<file path="src/rtl/pixel_word_packer_if.sv">
// Pixel-in / word-out handshake bundle for pixel_word_packer.
// master drives pixels and consumes words; slave is the packer.
interface pixel_word_packer_if #(
  parameter int PIX_WIDTH = 8,
  parameter int WORD_SIZE = 32
);
  logic [PIX_WIDTH-1:0] pix;
  logic                 pix_valid;
  logic                 pix_sof;
  logic                 pix_ready;
  logic [WORD_SIZE-1:0] data;
  logic                 data_ready;
  logic                 data_wanted;

  modport master (
    output pix, pix_valid, pix_sof, data_wanted,
    input  pix_ready, data, data_ready
  );
  modport slave (
    input  pix, pix_valid, pix_sof, data_wanted,
    output pix_ready, data, data_ready
  );
endinterface

</file>
<file path="src/rtl/pixel_word_packer.sv">
// Packs a framed pixel stream into little-endian words behind a 2-entry skid FIFO.
// Optional PACKER_STATS_EN adds word_count / drop_count outputs.

// One lane of the pack register; nxt is the lane value including this cycle's write.
module pixel_word_packer_lane #(
  parameter int W = 8
) (
  input  logic         clk,
  input  logic         rst,
  input  logic         ld,
  input  logic         clr,
  input  logic         flush,
  input  logic [W-1:0] d,
  output logic [W-1:0] nxt
);
  logic [W-1:0] q;

  assign nxt = ld ? d : (clr ? '0 : q);

  always_ff @(posedge clk or posedge rst)
    if (rst) q <= '0;
    else     q <= flush ? '0 : nxt;
endmodule

module pixel_word_packer #(
  parameter int PIX_WIDTH    = 8,
  parameter int WORD_SIZE    = 32,
  parameter int FRAME_PIXELS = 1024
) (
  input  logic               clk,
  input  logic               reset,
  pixel_word_packer_if.slave bus,
  output logic               frame_done,
  output logic               sync_err
`ifdef PACKER_STATS_EN
  ,
  output logic [31:0]        word_count,
  output logic [15:0]        drop_count
`endif
);
  localparam int LANES    = WORD_SIZE / PIX_WIDTH;
  localparam int LW       = (LANES > 1) ? $clog2(LANES) : 1;
  localparam int CW       = $clog2(FRAME_PIXELS + 1);
  localparam bit IMM_PUSH = (LANES == 1) || (FRAME_PIXELS == 1);

  localparam logic [0:0] IDLE = 1'b0;
  localparam logic [0:0] PACK = 1'b1;

  typedef struct packed {
    logic                 last;
    logic [WORD_SIZE-1:0] word;
  } entry_t;

  logic [0:0]    state;
  logic [LW-1:0] lane, wl;
  logic [CW-1:0] pix_cnt, cnt_n;
  logic          accept, start, cont, take, end_frame, word_full, push, pop;
  logic          fifo_full;
  logic          rd_ptr, wr_ptr;
  logic [1:0]    count;
  entry_t        fifo [2];

  logic [LANES-1:0]                ld;
  logic [LANES-1:0][PIX_WIDTH-1:0] lane_nxt;

  // A start-pixel that pushes on its own cycle could overrun a full FIFO, so
  // IDLE only ignores fullness when a single pixel can never complete a word.
  assign fifo_full     = count == 2'd2;
  assign bus.pix_ready = (state == IDLE && !IMM_PUSH) || !fifo_full;

  assign accept    = bus.pix_valid && bus.pix_ready;
  assign start     = accept && bus.pix_sof;
  assign cont      = accept && !bus.pix_sof && state == PACK;
  assign take      = start || cont;
  assign wl        = start ? '0 : lane;
  assign cnt_n     = start ? CW'(1) : pix_cnt + CW'(1);
  assign end_frame = take && cnt_n == CW'(FRAME_PIXELS);
  assign word_full = take && wl == LW'(LANES - 1);
  assign push      = end_frame || word_full;
  assign pop       = bus.data_ready && bus.data_wanted;

  // start clears every lane it does not write: that is both the resync
  // discard and the guarantee that padded lanes read as zero.
  for (genvar i = 0; i < LANES; i++) begin : g_lane
    assign ld[i] = take && wl == LW'(i);
    pixel_word_packer_lane #(.W(PIX_WIDTH)) u_lane (
      .clk   (clk),
      .rst   (reset),
      .ld    (ld[i]),
      .clr   (start),
      .flush (push),
      .d     (bus.pix),
      .nxt   (lane_nxt[i])
    );
  end

  always_ff @(posedge clk or posedge reset)
    if (reset) begin
      state    <= IDLE;
      lane     <= '0;
      pix_cnt  <= '0;
      sync_err <= 1'b0;
    end else begin
      if (start && state == PACK) sync_err <= 1'b1;
      if (take) begin
        state   <= end_frame ? IDLE : PACK;
        lane    <= push ? '0 : wl + LW'(1);
        pix_cnt <= end_frame ? '0 : cnt_n;
      end
    end

  assign bus.data_ready = count != 2'd0;
  assign bus.data       = bus.data_ready ? fifo[rd_ptr].word : '0;

  always_ff @(posedge clk or posedge reset)
    if (reset) begin
      fifo[0]    <= '0;
      fifo[1]    <= '0;
      rd_ptr     <= 1'b0;
      wr_ptr     <= 1'b0;
      count      <= 2'd0;
      frame_done <= 1'b0;
    end else begin
      if (push) begin
        fifo[wr_ptr] <= {end_frame, lane_nxt};
        wr_ptr       <= !wr_ptr;
      end
      if (pop) rd_ptr <= !rd_ptr;
      count      <= count + 2'(push) - 2'(pop);
      frame_done <= pop && fifo[rd_ptr].last;
    end

`ifdef PACKER_STATS_EN
  always_ff @(posedge clk or posedge reset)
    if (reset) begin
      word_count <= '0;
      drop_count <= '0;
    end else begin
      if (pop) word_count <= word_count + 32'd1;
      if (state == IDLE && accept && !bus.pix_sof && drop_count != 16'hFFFF)
        drop_count <= drop_count + 16'd1;
    end
`endif
endmodule
</file>
<file path="src/flat_wrapper.sv">
// flat-port wrapper written by rule: the top's interface ports become plain ports
module pixel_word_packer_flat 
#(
  parameter int PIX_WIDTH    = 8,
  parameter int WORD_SIZE    = 32,
  parameter int FRAME_PIXELS = 1024
)
  (clk, reset, frame_done, sync_err, bus_pix, bus_pix_valid, bus_pix_sof, bus_data_wanted, bus_pix_ready, bus_data, bus_data_ready);
  pixel_word_packer_if #(.PIX_WIDTH(PIX_WIDTH), .WORD_SIZE(WORD_SIZE)) bus_i ();
  input  logic clk;
  input  logic reset;
  output logic frame_done;
  output logic sync_err;
  input wire logic [$bits(bus_i.pix)-1:0] bus_pix;
  input wire logic [$bits(bus_i.pix_valid)-1:0] bus_pix_valid;
  input wire logic [$bits(bus_i.pix_sof)-1:0] bus_pix_sof;
  input wire logic [$bits(bus_i.data_wanted)-1:0] bus_data_wanted;
  output wire logic [$bits(bus_i.pix_ready)-1:0] bus_pix_ready;
  output wire logic [$bits(bus_i.data)-1:0] bus_data;
  output wire logic [$bits(bus_i.data_ready)-1:0] bus_data_ready;
  assign bus_i.pix = bus_pix;
  assign bus_i.pix_valid = bus_pix_valid;
  assign bus_i.pix_sof = bus_pix_sof;
  assign bus_i.data_wanted = bus_data_wanted;
  assign bus_pix_ready = bus_i.pix_ready;
  assign bus_data = bus_i.data;
  assign bus_data_ready = bus_i.data_ready;
  pixel_word_packer #(.PIX_WIDTH(PIX_WIDTH), .WORD_SIZE(WORD_SIZE), .FRAME_PIXELS(FRAME_PIXELS)) u_core (.clk(clk), .reset(reset), .bus(bus_i), .frame_done(frame_done), .sync_err(sync_err));
endmodule
</file>
<file path="config.mk">
export PLATFORM = sky130hd
export DESIGN_NAME = pixel_word_packer_flat
export DESIGN_NICKNAME = d
export VERILOG_FILES = /design/src/rtl/pixel_word_packer_if.sv /design/src/rtl/pixel_word_packer.sv /design/src/flat_wrapper.sv
export SDC_FILE = /design/constraint.sdc
export NUM_CORES = 1
export LEC_CHECK = 0
export BUFFER_PORTS_ARGS = -buffer_cell sky130_fd_sc_hd__buf_2
export CAP_MARGIN = 20
export CORE_ASPECT_RATIO = 2
export CORE_MARGIN = 1
export CORE_UTILIZATION = 50
export CTS_CLUSTER_SIZE = 20
export DETAILED_ROUTE_END_ITERATION = 12
export GPL_ROUTABILITY_DRIVEN = 0
export PLACE_DENSITY_LB_ADDON = 0.12
export SLEW_MARGIN = 10
export SYNTH_ARGS = -nofsm -noshare
export SYNTH_HDL_FRONTEND = slang
export SYNTH_SLANG_ARGS = --single-unit
</file>
<file path="constraint.sdc">
create_clock -name clk -period 10.3 [get_ports clk]
set_input_delay 1.545 -clock clk [delete_from_list [all_inputs] [get_ports clk]]
set_output_delay 1.545 -clock clk [all_outputs]
set_load 0.02 [all_outputs]
</file>
==> key figures <==
Power and ir drop
  • Total power: about 2.0 mW
  • Cell area power density: 288 nW/um^2
  • Pleak: ~3.6 nW
  • Peak VDD IR: ~0.00017 V

Routing
  • Antenna-violating nets left: 0
  • Total routed wirelength: between 10000 and 15000 microns
  • Initial DRC Count: around 260
  • Drc violations: 0
  • Pre-antenna DRT Iters: 5
  • Via density: slightly below 6
  • WL/cell: around 19 microns
  • Routed via count: roughly 4300

Setup path
  • Crit-path cells: buf_2, nand3_1, buf_4, nand2_1, inv_1, ha_1, nand2_1, buf_8, a21oi_4, buf_4, mux2_2
  • Worst path slowest cell: a21oi_4
  • Reg2reg setup slack: between 6 and 7 ns
  • CP max FO: a little over 40
  • Critical path arrival: 4.60 ns
  • Worst EP required: 10.59 ns
  • Worst Path Buf+Inv: 5
  • Reg2reg path depth: 12
  • Endpoint type of the worst setup path: register
  • CP Launch Type: primary input
  • CP peak stage delay: 0.61 ns
  • Worst R2R Start: u_core.state
  • Reg2reg end: u_core.fifo[64]
  • Crit-path leading delay family: buffers and inverters
  • Setup CP Type: primary input to register

Timing
  • Fmax: roughly 230 MHz
  • Setup_tns: 0 ns
  • Worst slew margin relative to its limit: 25.4%
  • Fin. max-slew vios: 0
  • Final min period: about 4.3 ns
  • Final Hold Fails: 0
  • Clk_skew: 0.0120 ns
  • Worst-margin pin slew: between 1 and 1.5 ns
  • RSZ-0062 raised after global routing: false
  • Final setup violation count: 0
  • Period utilisation layout: between 40% and 50%

Finish
  • Syn-to-layout area delta: 14.1%
  • Fillers: about 1000
  • Layout cells sized above 1: between 20% and 30%
  • N_diodes: 0
  • Layout Nets: 612

Min path
  • Hold WC Path Type: register to register
  • Worst hold path depth: 1
  • Worst Hold Endpoint: u_core.sync_err
  • Hold Crit Start: u_core.sync_err

Synthesis
  • Ys async rst share: 100%
  • Top-area cell type share of the netlist area: between 40 and 50%
  • Post-synth top cells: dfrtp_1 (118), nand2_1 (71), nand3_1 (68)
  • Most frequent cell after synthesis: dfrtp_1
  • Post-synth top area cell: dfrtp_1
  • Ranking of synthesized cells by area: dfrtp_1 (49%), mux2_4 (7.2%), mux2_2 (6.1%)
  • Synth warn: 0
  • Number of enable flip-flop cells after synthesis: 0
  • Primary FF master, synth: dfrtp_1
  • Unique masters post-synth: 54
  • Post-synthesis sequential area ratio: 48.8%
  • Synthesized flop and latch total: approximately 120
  • Syn_nets: between 500 and 600
  • Mapped Cells: roughly 560
  • Avg Inst Size Synth: about 11 sq um
  • Mapped cell area: approximately 6000 sq um

Floorplan
  • Initial Utilization: about half
  • Core area: roughly 12000 sq um
  • # rows: between 50 and 60
  • Height of the chip: between 150 and 200 microns
  • DIE AREA: 12600 sq um
  • Die X-Extent: 79.8 microns
  • # IOs: around 50

CTS
  • # clock sinks: ~120
  • CTS Buf Count: 17
  • Clk slew on worst S/H paths: 0.06 ns
  • Root Driver: clkbuf_16
  • Clock Latency Late Sink: ~0.42 ns
  • Post-CTS Repair Setup Buffers: 0
  • CTS tree: done
  • CTS Buffer Depth: 2
  • H-Tree Depth: 4
  • CTS-repair resized insts: 0
  • Hold buffer count at cts: 0

Flow run
  • Number of max-cap violations: 0

GRT
  • Grt ovf: 0
  • GRT Total Usage: about a quarter
  • Vias in the first global route: around 4400
  • First-pass GRT wire length: 22800 microns
  • Largest net degree at the start of global routing: 79
  • Initial antenna violation count: 0

Placement
  • DP HPWL: slightly above 9000 microns
  • PortBufs: 48

Outcome
  • Status: complete, no violations
[placed cells by master (no fill, tap or decap), types with 3 or more instances in the layout]
master	instances
ha_1	6
buf_2	48
nor3_1	13
nor2_1	43
nand3_1	68
clkbuf_16	17
mux2_4	29
and3_2	5
mux2_2	33
buf_4	7
nand2_1	71
and3_1	21
o211ai_1	3
mux2i_1	33
dfrtp_1	117
inv_1	9
or3_1	3
bufinv_16	3
clkbuf_8	4
a31oi_1	3
clkinvlp_4	3
xnor2_1	6
o21ai_0	10
a21oi_1	5
[sequential cells by signal (all words and copies together), names as in the netlist]
name	count
u_core.wr_ptr	1
u_core.rd_ptr	1
u_core.sync_err	1
u_core.fifo	66
u_core.state	1
u_core.pix_cnt	11
u_core.count	2
u_core.frame_done	1
u_core.lane	2
u_core.g_lane.u_lane.q	32
[power breakdown]
group          internal [mW]  switching [mW]
registers              0.602           0.141
clock network          0.404           0.205
logic                  0.281           0.357
[metal layers]
layer | track usage (%) | share of wire, % | wire (microns)
met2 | 42.9 | 53 | 7470
met5 | 0 | 0 | 0
met3 | 5.04 | 3.6 | 503
met4 | 10.6 | 2.8 | 398
met1 | 28.2 | 40 | 5660
[cell type report]
cell class	count	area (sq um)	area share, %
clock buffer	23	488	7.07
clock inverter	8	123	1.78
inverter	11	43.8	0.635
multi-input combinational	389	2800	40.6
sequential	118	2950	42.8
tap	145	181	2.63
timing repair buffer	56	308	4.46
[how the worst max path moves through the flow]
stage | start | endpoint | depth (start not counted)
after global routing | bus_pix_sof | u_core.fifo[64] | 11
after floorplan | reset | u_core.count[0] | 1
final | bus_pix_sof | u_core.fifo[64] | 11
after detailed placement | bus_pix_sof | u_core.fifo[64] | 10
after CTS | bus_pix_sof | u_core.fifo[64] | 10
after global placement | bus_pix_sof | u_core.fifo[64] | 10
[worst reg2reg max path: stages, from the launching register on]
cell	delay [ns]
dfrtp_1	0.57
and3b_1	0.29
clkinv_1	0.19
nand3_1	0.13
buf_4	0.40
nand2_1	0.19
inv_1	0.12
ha_1	0.22
nand2_1	0.19
buf_8	0.24
a21oi_4	0.62
buf_4	0.46
mux2_2	0.38
[logic make-up after synthesis]
| kind of cell | share of synthesized area [%] |
|---|---|
| AND/OR/NAND/NOR | 19.5 |
| flip-flops | 48.8 |
| multiplexers | 19.2 |
| buffers and inverters | 4.97 |
| AO/OA/AOI/OAI | 4.78 |
| XOR/XNOR | 1.47 |
| adder cells (fa/ha/maj) | 1.24 |
[stage by stage]
stage / area (sq um) / utilization [%] / hold WS [ns] / setup WS [ns] / instances
floorplan: 6050 / - / 0.450 / 5.63 / 561
global placement: 6270 / 53.3 / 0.445 / 5.29 / 718
detailed placement: 6270 / 53.3 / 0.456 / 5.12 / 718
CTS: 6880 / 58.5 / 0.470 / 5.53 / 749
global route: 6900 / 58.6 / 0.485 / 5.76 / 750
finish: 6900 / 58.6 / 0.460 / 5.99 / 750
Power figures use the tool's default switching activity.
